File: src/rtl/dec_onehot_seq.sv
// dec_onehot_seq
//   Registered one-hot decoder with two modes of operation.
//   Direct mode: a handshaked request selects one output, which stays asserted
//   for HOLD_CYC cycles. A new request may be taken on the final hold cycle,
//   so back-to-back requests produce no zero gap on d_out.
//   Scan mode: the block sweeps through outputs 0..OUT_N-1 on its own. Each
//   index is held for DWELL cycles, and scan_wrap pulses when the sweep wraps
//   back to index 0.
//   All outputs except in_ready come from flops, so d_out is glitch-free.
//
// Ports
//   clk        rising-edge clock
//   rst_n      asynchronous active-low reset
//   en         block enable; when low, the block is forced back to idle
//   mode       0 = direct, 1 = scan
//   in_valid   direct-mode request
//   in_sel     requested output index
//   in_ready   combinational; a request is accepted when in_valid & in_ready
//   d_out      registered one-hot output, or all-zero
//   out_valid  registered, equal to |d_out
//   err        one-cycle pulse after an accepted in_sel >= OUT_N
//   scan_wrap  one-cycle pulse in the first cycle of index 0 after a wrap
module dec_onehot_seq #(
  parameter int SEL_W    = 4,
  parameter int OUT_N    = 16,
  parameter int HOLD_CYC = 1,
  parameter int DWELL    = 1
) (
  input  logic             clk,
  input  logic             rst_n,
  input  logic             en,
  input  logic             mode,
  input  logic             in_valid,
  input  logic [SEL_W-1:0] in_sel,
  output logic             in_ready,
  output logic [OUT_N-1:0] d_out,
  output logic             out_valid,
  output logic             err,
  output logic             scan_wrap
);

  // A single down-counter serves both the hold time and the scan dwell,
  // so it is sized for the larger of the two.
  localparam int CNT_MAX = (HOLD_CYC > DWELL) ? HOLD_CYC : DWELL;
  localparam int CNT_W   = $clog2(CNT_MAX + 1);

  localparam logic [CNT_W-1:0] HOLD_LD  = CNT_W'(HOLD_CYC);
  localparam logic [CNT_W-1:0] DWELL_LD = CNT_W'(DWELL);
  localparam logic [SEL_W-1:0] LAST_IDX = SEL_W'(OUT_N - 1);
  localparam logic [SEL_W:0]   OUT_N_W  = (SEL_W + 1)'(OUT_N);
  localparam logic [OUT_N-1:0] ONE      = OUT_N'(1);

  typedef enum logic [1:0] {
    IDLE = 2'd0,
    HOLD = 2'd1,
    SCAN = 2'd2
  } state_t;

  state_t           state, state_nx;
  logic [CNT_W-1:0] cnt, cnt_nx;
  logic [SEL_W-1:0] idx, idx_nx;
  logic [OUT_N-1:0] d_nx;
  logic             err_nx;
  logic             wrap_nx;
  logic             cnt_last;
  logic             accept;
  logic             sel_ok;

  // The counter is loaded with the full count, so a value of 1 marks the
  // final cycle of a hold or dwell period.
  assign cnt_last = (cnt == CNT_W'(1));

  // A new request may be taken while idle, or on the last hold cycle so
  // that back-to-back requests chain without a gap.
  assign in_ready = en & ~mode & ((state == IDLE) | ((state == HOLD) & cnt_last));
  assign accept   = in_valid & in_ready;

  // Compare with one extra bit so the check stays correct when
  // OUT_N == 2**SEL_W.
  assign sel_ok   = ({1'b0, in_sel} < OUT_N_W);

  // Next-state and next-output logic.
  // If a scan request and a direct request arrive together, scan has
  // priority; in practice they cannot collide, because in_ready requires
  // mode == 0.
  always_comb begin
    state_nx = state;
    cnt_nx   = cnt;
    idx_nx   = idx;
    d_nx     = d_out;
    err_nx   = 1'b0;
    wrap_nx  = 1'b0;

    case (state)
      IDLE: begin
        d_nx = '0;
        if (en & mode) begin
          state_nx = SCAN;
          idx_nx   = '0;
          cnt_nx   = DWELL_LD;
          d_nx     = ONE;
        end else if (accept) begin
          if (sel_ok) begin
            state_nx = HOLD;
            cnt_nx   = HOLD_LD;
            d_nx     = ONE << in_sel;
          end else begin
            err_nx = 1'b1;
          end
        end
      end

      // A mode change to scan is not acted on here. It takes effect from
      // IDLE once the hold has run to completion.
      HOLD: begin
        if (!en) begin
          state_nx = IDLE;
          cnt_nx   = '0;
          d_nx     = '0;
        end else if (cnt_last) begin
          if (accept && sel_ok) begin
            cnt_nx = HOLD_LD;
            d_nx   = ONE << in_sel;
          end else begin
            state_nx = IDLE;
            cnt_nx   = '0;
            d_nx     = '0;
            err_nx   = accept;
          end
        end else begin
          cnt_nx = cnt - CNT_W'(1);
        end
      end

      SCAN: begin
        if (!en || !mode) begin
          state_nx = IDLE;
          cnt_nx   = '0;
          idx_nx   = '0;
          d_nx     = '0;
        end else if (cnt_last) begin
          cnt_nx = DWELL_LD;
          if (idx == LAST_IDX) begin
            idx_nx  = '0;
            wrap_nx = 1'b1;
          end else begin
            idx_nx = idx + SEL_W'(1);
          end
          d_nx = ONE << idx_nx;
        end else begin
          cnt_nx = cnt - CNT_W'(1);
        end
      end

      default: begin
        state_nx = IDLE;
        cnt_nx   = '0;
        idx_nx   = '0;
        d_nx     = '0;
      end
    endcase
  end

  // State and output registers.
  // out_valid is registered from the next value of d_out, so it always
  // matches |d_out in the same cycle.
  always_ff @(posedge clk or negedge rst_n) begin
    if (!rst_n) begin
      state     <= IDLE;
      cnt       <= '0;
      idx       <= '0;
      d_out     <= '0;
      out_valid <= 1'b0;
      err       <= 1'b0;
      scan_wrap <= 1'b0;
    end else begin
      state     <= state_nx;
      cnt       <= cnt_nx;
      idx       <= idx_nx;
      d_out     <= d_nx;
      out_valid <= |d_nx;
      err       <= err_nx;
      scan_wrap <= wrap_nx;
    end
  end

endmodule

File: config.mk
export PLATFORM = sky130hd
export DESIGN_NAME = dec_onehot_seq
export DESIGN_NICKNAME = d
export VERILOG_FILES = /design/src/rtl/dec_onehot_seq.sv
export SDC_FILE = /design/constraint.sdc
export NUM_CORES = 1
export LEC_CHECK = 0
export ABC_AREA = 1
export CELL_PAD_IN_SITES_DETAIL_PLACEMENT = 1
export CELL_PAD_IN_SITES_GLOBAL_PLACEMENT = 2
export CORE_ASPECT_RATIO = 0.75
export CORE_UTILIZATION = 32
export DETAILED_ROUTE_END_ITERATION = 10
export PLACE_DENSITY = 0.91
export SYNTH_ARGS = -nofsm -noshare
export SYNTH_HDL_FRONTEND = slang
export SYNTH_SLANG_ARGS = --single-unit
File: constraint.sdc
create_clock -name clk -period 4.1 [get_ports clk]
set_clock_uncertainty 0.05 [all_clocks]
set_input_delay 0.615 -clock clk [delete_from_list [all_inputs] [get_ports clk]]
set_output_delay 0.615 -clock clk [all_outputs]
set_load 0.005 [all_outputs]
* Yosys cells after proc, flatten, opt, wreduce, memory -nomap -nowiden *
Index checks and enable logic that the tools add are counted.

word-level totals
  bits in registers = 25
  input bits = 9

cells by class
  add/subtract/negate cells = 2
  equal/unequal tests = 9
  shift-type cells = 2
  multiplexer cells = 34
  bitwise logic cells = 8
  reductions and logical operators = 7

operator list
  cell                  count
  $mux 16               6
  $pmux 16 s3           1
  $shl 1x4->16 const A  2
  $mux 4                7
  $reduce_or 16->1      1
  $mux 2                6
  $pmux 4 s3            1
  $mux 1                11
  $ne 3x3->1 const B    3
  $pmux 2 s3            1
  $and 1x1->1           5
  $add 4x1->4 const B   1
  $eq 4x4->1 const B    1
  $reduce_and 4->1      1
  $ne 3x2->1 const B    1
  $pmux 1 s3            1
  $reduce_and 3->1      1
  $eq 2x1->1 const B    1
  $eq 2x2->1 const B    1
  $logic_not 1->1       2
  $logic_not 2->1       1
  $ne 2x1->1 const B    1
  $ne 2x2->1 const B    1
  $not 1->1             2
  other kinds (3)       3

* Longest topological paths before layout *
Gate-level depths: netlist of the first run.

  depth in word-level cells = 10
  mapped depth = 14

* Worst setup path before layout of the first run *
No wires, ideal clock.

  path type = in2reg
  start point = in mode
  end point = reg out_valid
  library setup time = 0.065 ns
  arrival = 1.508 ns
  data required time = 3.985 ns
  setup slack = 2.477 ns
  stages on the path = 10
  path buffers = 0
  path through = nand3b_1 -> nor2_2 -> nand2_2 -> nor2_4 -> nand2_1 -> nand3_2 -> nor2_1 -> nand2_1 -> nor2_1 -> nand2_1

on the way
  longest elaborated chain between the ends = 9
  elaborated cells between the ends (all ways) = 14

RTL lines
  element                      line  RTL
  from (decl)                  32    input logic mode,
  $not 1->1 *                  75    assign in_ready = en & ~mode & ((state == IDLE) | ((state == HOLD) & cnt_last));
  $and 1x1->1 * (2 in series)  75
  net in_ready                 35    output logic in_ready,
  $and 1x1->1 *                76    assign accept = in_valid & in_ready;
  $mux 16 *                    102   end else if (accept) begin
  $mux 16                      120   end else if (cnt_last) begin
  $mux 16                      116   if (!en) begin
  $pmux 16 s3 *                94    case (state)
  net d_nx[10]                 62    logic [OUT_N-1:0] d_nx;
  $reduce_or 16->1 *           181   out_valid <= |d_nx;
  to (signal assigned)         181
  to (decl)                    37    output logic out_valid,

Mark *: on every way through the listed nets, which the timed path passes. The rest lies on a longest branch.
A chain may end at the register's enable or synchronous reset.

* Worst setup path after layout of the first run *
  start point = in en
  end point = out in_ready

on the way
  longest elaborated chain between the ends = 2

RTL lines
  element                    line  RTL
  from (decl)                31    input logic en,
  $and 1x1->1 (2 in series)  75
  to (decl)                  35

Every way passes these cells.

==> run_results.csv, run 1 <==
group,metric,value,unit
outcome,status,"finished clean",
global_route,grt_pass1_wl,7970,um
drt,drt-wirelength-per-cell,15.0,um
yosys,synthAdderAreaFrac,3.74,%
timing,worst_pin_slew,0.601,ns
drt,ant_nets,0,
floorplanning,start_util,33.8,%
min_path,hold_class,"flip-flop to flip-flop",
finish,diodes,0,
clock_network,clock_latency,0.28,ns
yosys,ys_types,25,
placed_design,pre_cts_ws,1.49,ns
placed_design,gp_congestion,0.745,
timing,hold_viol,0,
pwr,power.density,252,nW/um^2
yosys,syn_area,1670,um^2
finish,num-fill-cells,636,
finish,regArea,626,um^2
timing,finalSetupViolations,0,
floorplanning,die_y,64.6,um
yosys,synth_mux_area_share,0,%
drt,vias_per_cell,4.98,
yosys,yosys_warnings,0,
clock_network,clockBufferDepth,2,
clock_network,cts_htree_levels,1,
finish,syn_to_final_growth,22.2,%
timing,max_freq,385,MHz
yosys,seq_area_frac_synth,37.4,%
placed_design,io_buffers,27,
yosys,synth_most_common_cell,"nand2_1",
yosys,synth_compound_area_share,4.94,%
clock_network,root_buffer,"clkbuf_8",
yosys,synth_top_family_by_area,"simple AND/OR/NAND/NOR gates",
floorplanning,fp.dieW,85.5,um
timing,rsz0062_at_grt,"false",
finish,nNetsFinal,270,
yosys,synth.avg_cell_area,7.40,um^2
global_route,antenna_found_initial,0,
floorplanning,die_area,5520,um^2
yosys,yosys-top-cells-count,"nand2_1 (64), nor2_1 (32), dfrtp_1 (25)",
pwr,power_frac_clock,30.4,%
pwr,power_switching_share,30.8,%
placed_design,dp.cells,311,
worst_setup_path,path_max_fanout,4,
yosys,synthSimpleGateAreaFrac,46.5,%
yosys,ys_top_cells_by_area,"dfrtp_1 (37%), nand2_1 (14%), nand3_2 (7.2%), nor2_1 (7.2%), nand3_1 (6.9%)",
pwr,seqPwrFrac,52.0,%
yosys,yosysTopAreaCellShare,37.4,%
timing,slew_violations,0,
clock_network,ctsHoldBuffers,0,
global_route,grt_overflow,0,
floorplanning,rows,22,
clock_network,cts_sinks,25,
pwr,leakagePower,1.02,nW
worst_setup_path,cp.required,3.43,ns
clock_network,cts_resized,0,
yosys,synth_nets,240,
pwr,ir_worst_vdd,123,uV
pwr,pwr-share-comb,17.6,%
clock_network,numCtsBuffers,3,
finish,fin_util,41.3,%
pwr,p_int,0.356,mW
timing,setup_ws,1.50,ns
finish,drive_above_1_share,14.5,%
global_route,grt_pass1_vias,1531,
yosys,async_flop_share,100,%
yosys,synth_top_area_cell,"dfrtp_1",
worst_setup_path,cp-end-kind,"output pin",
clock_network,cts_tree,"built",
drt,routed_wl,4720,um
global_route,grt_use_total,18.9,%
floorplanning,core-area,4950,um^2
drt,route.detailed.drc,0,
timing,maxSlewHeadroom,59.7,%
clock_network,clkTransAtPathRegs,0.10,ns
timing,fin_crit,2.60,ns
global_route,grt_max_degree,26,
placed_design,detailed_place_hpwl,3740,um
timing,fin_tns_setup,0,ns
worst_setup_path,startpoint_type,"input pin",
timing,fin_crit_sh,63.4,%
finish,layout.cells.non_filler,315,
pwr,p_switching,0.158,mW
yosys,yosys.area_share.xor_xnor,0,%
drt,vias,1569,
clock_network,cts_setup_buffers,0,
flow_run,drv_cap,0,
worst_setup_path,path_class,"input pin to output pin",
yosys,ys_ff_latch,25,
yosys,synth_ff_type,"dfrtp_1",
yosys,netlist_instances,226,
drt,first_pass_iters,4,
worst_setup_path,crit_arrival,1.93,ns
floorplanning,io_pins,29,
drt,drt_iter0_markers,36,
yosys,synth_edf_count,0,
finish,multi_input_area,927,um^2
## worst max-delay path: stages
cell             delay (ns)
clkdlybuf4s50_1        0.53
nand3b_1               0.12
nor2_2                 0.15
clkdlybuf4s50_1        0.52
## path summary, 6_finish.rpt
check | from | end | slack (ns) | depth (start not counted)
max in group asynchronous | rst_n | d_out[10] | 3.09 | 2
setup reg to reg | idx[0] | out_valid | 2.16 | 13
min in group asynchronous | rst_n | d_out[4] | 0.64 | 2
hold reg to reg | d_out[5] | d_out[5] | 0.47 | 2
setup / recovery | en | in_ready | 1.50 | 4
hold / removal | d_out[5] | d_out[5] | 0.47 | 2
## power by group through the flow
stage	clock network, mW	logic [mW]	registers [mW]
final	0.156	0.0904	0.268
after global routing	0.171	0.102	0.269
after CTS	0.163	0.0914	0.268
after detailed placement	0	0.0909	0.272
after global placement	0	0.0897	0.272
after floorplan	0	0.0599	0.265
## stage by stage
| step | power, mW | hold slack (ns) | instance area (um^2) |
|---|---|---|---|
| floorplan | 0.325 | 0.269 | 1670 |
| global placement | 0.362 | 0.450 | 2000 |
| detailed placement | 0.363 | 0.457 | 2000 |
| CTS | 0.522 | 0.483 | 2040 |
| global route | 0.542 | 0.512 | 2040 |
| finish | 0.514 | 0.474 | 2040 |
## state kept, by name (all words and copies together) (netlist names)
signal and cells:
d_out 16, out_valid 1, scan_wrap 1, idx 4
state 2, cnt 1
## cell usage in the layout (no fill, tap or decap)
cell type / instances
nand2_1: 64
nor2_1: 32
clkdlybuf4s50_1: 27
dfrtp_1: 25
nand3_1: 23
inv_1: 20
nand3_2: 12
nand2_2: 6
nor2_4: 5
a21oi_1: 5
ha_1: 5
inv_2: 4
nand4_1: 4
nor2_2: 3
o21ai_0: 3
clkbuf_8: 3
nor3_1: 2
o31ai_1: 2
o22ai_1: 2
nand3b_1: 1
nor3_2: 1
nand3_4: 1
a22oi_1: 1
a211oi_1: 1
conb_1: 1
clkinvlp_4: 1
buf_4: 1
## final cells by class
type,count,area share (%)
Clock buffer,3,2.02
Clock inverter,1,0.367
Tap cell,60,3.67
Sequential cell,25,30.6
Inverter,24,4.41
Multi-Input combinational cell,174,45.3
Timing Repair Buffer,28,13.6
## metal layers
metal / vias to the layer above / wire length [um] / GRT usage (%)
met1: 746 / 2560 / 28.1
li1: 787 / - / -
met4: 0 / 46 / 4.38
met2: 32 / 1950 / 28.6
met3: 4 / 162 / 3.18
met5: - / 0 / 0
## cells by family after synthesis
kind of cell,Yosys count
and+or+nand+nor,154
buffers and inverters,27
DFF,25
AOI/OAI and AO/OA,14
adders and majority gates,5
other,1
Power figures use the tool's default switching activity.
==> run 2, diff against run 1 <==
Settings changed: CORE_UTILIZATION 32 to 30, PLACE_DENSITY 0.91 to 0.87.
Clock period 4.1 ns to 2.42 ns, I/O delays scaled along.
==> run_results.csv, run 2 (synthesis results as in run 1) <==
group,metric,value,unit
worst_setup_path,max_stage_delay,0.62,ns
drt,vias_per_cell,4.76,
global_route,grt_use_total,18.5,%
drt,first_pass_iters,4,
finish,layout_common_cells,"nand2_1 (64), nor2_1 (32), clkdlybuf4s50_1 (27), dfrtp_1 (25), nand3_1 (23)",
timing,rsz0062_at_grt,"false",
clock_network,ctsHoldBuffers,0,
global_route,grt_overflow,0,
worst_setup_path,cp.required,2.01,ns
global_route,grt_pass1_wl,8160,um
clock_network,cts_resized,0,
flow_run,drv_cap,0,
pwr,ir_worst_vdd,198,uV
worst_setup_path,cp-end-kind,"output pin",
global_route,antenna_found_initial,0,
outcome,status,"finished clean",
worst_setup_path,crit_arrival,1.69,ns
finish,reg_top3,"d_out: 16 flops, idx: 4 flops, state: 2 flops",
finish,largest_reg_flops,16,
floorplanning,fp.dieW,88.2,um
drt,ant_nets,0,
clock_network,cts_setup_buffers,0,
pwr,leakagePower,1.03,nW
worst_setup_path,path_max_fanout,10,
clock_network,cts_htree_levels,1,
placed_design,detailed_place_hpwl,3920,um
clock_network,clkTransAtPathRegs,0.10,ns
global_route,grt_pass1_vias,1580,
drt,drt_iter0_markers,96,
worst_setup_path,startpoint_type,"flip-flop",
worst_setup_path,cp_cell_sequence,"nor2_1 -> nor2_2 -> clkdlybuf4s50_1",
worst_setup_path,cpMaxStageDelayCell,"dfrtp_1",
finish,regMostFlops,"d_out",
floorplanning,io_pins,29,
clock_network,root_buffer,"clkbuf_8",
floorplanning,rows,23,
timing,slew_violations,0,
finish,fin_area,2080,um^2
drt,routed_wl,4930,um
drt,route.detailed.drc,0,
timing,finalSetupViolations,0,
finish,diodes,0,
clock_network,numCtsBuffers,3,
min_path,hold_class,"input pin to async pin",
clock_network,clockBufferDepth,2,
placed_design,io_buffers,27,
placed_design,postPlaceCellArea,2030,um^2
clock_network,clock_latency,0.28,ns
drt,vias,1579,
clock_network,cts_sinks,25,
worst_setup_path,r2r_slack,0.48,ns
worst_setup_path,path_class,"flip-flop to output pin",
floorplanning,die_area,5880,um^2
timing,hold_viol,0,
floorplanning,start_util,31.3,%
floorplanning,core-area,5350,um^2
floorplanning,die_y,66.7,um
worst_setup_path,crit_start,"cnt",
finish,syn_to_final_growth,24.1,%
drt,drt-wirelength-per-cell,14.9,um
pwr,power.density,418,nW/um^2
finish,drive_above_1_share,15.2,%
timing,fin_crit,2.10,ns
finish,nNetsFinal,272,
worst_setup_path,worstReg2RegStart,"idx[0]",
timing,max_freq,475,MHz
placed_design,gp_congestion,0.823,
clock_network,cts_tree,"built",
global_route,grt_max_degree,26,
finish,layout_commonest_cell,"nand2_1",
timing,fin_crit_sh,87.0,%
timing,fin_tns_setup,0,ns
[run 2: changes by cell type in the layout (fill, tap and decap cells not counted), sizes merged]
cell,previous run,this run
clkinv,0,1
clkinvlp,1,0
buf,1,3
[run 2: where the power goes]
part	switching, mW	internal [mW]	leakage [nW]
Clock	0.143	0.115	0.0255
Sequential	0.0227	0.431	0.342
Combinational	0.0980	0.0590	0.665
Total	0.263	0.605	1.03
[run 2: worst paths after layout]
kind / to / cells after the start
min in group clk: d_out[6] / 2
max reg2reg: out_valid / 13
min reg2reg: d_out[6] / 2
min: state[0] / 2
max: in_ready / 3
max in group asynchronous: idx[2] / 2
[run 2: area by class of cell]
cell class / instances / area (um^2)
Multi-Input combinational cell: 174 / 927
Timing Repair Buffer: 30 / 293
Clock buffer: 3 / 41.3
Tap cell: 75 / 93.8
Inverter: 24 / 90.1
Clock inverter: 1 / 5.00
Fill cell: 678 / 3280
Sequential cell: 25 / 626
[run 2: critical path, delay by kind of cell (launching register included)]
| kind | cells | cell delay, ns |
|---|---|---|
| AND/OR/NAND/NOR | 2 | 0.28 |
| buffers and inverters | 1 | 0.52 |
| flip-flops | 1 | 0.62 |
[run 2: metrics by stage]
| stage | utilization (%) | setup slack (ns) | hold WS [ns] | std cells | total power [mW] |
|---|---|---|---|---|---|
| floorplan | - | 0.819 | 0.0174 | 226 | 0.550 |
| global placement | 37.9 | 0.298 | 0.451 | 328 | 0.619 |
| detailed placement | 37.9 | 0.238 | 0.455 | 328 | 0.620 |
| CTS | 38.8 | 0.293 | 0.415 | 332 | 0.879 |
| global route | 38.8 | 0.199 | 0.433 | 332 | 0.921 |
| finish | 38.8 | 0.315 | 0.405 | 332 | 0.868 |
[run 2: metal layers]
layer | part of all wire [%] | GRT usage (%)
met2 | 41 | 27.7
met1 | 55 | 28.6
met4 | 0 | 1.21
met5 | 0 | 0
met3 | 3.5 | 3.10
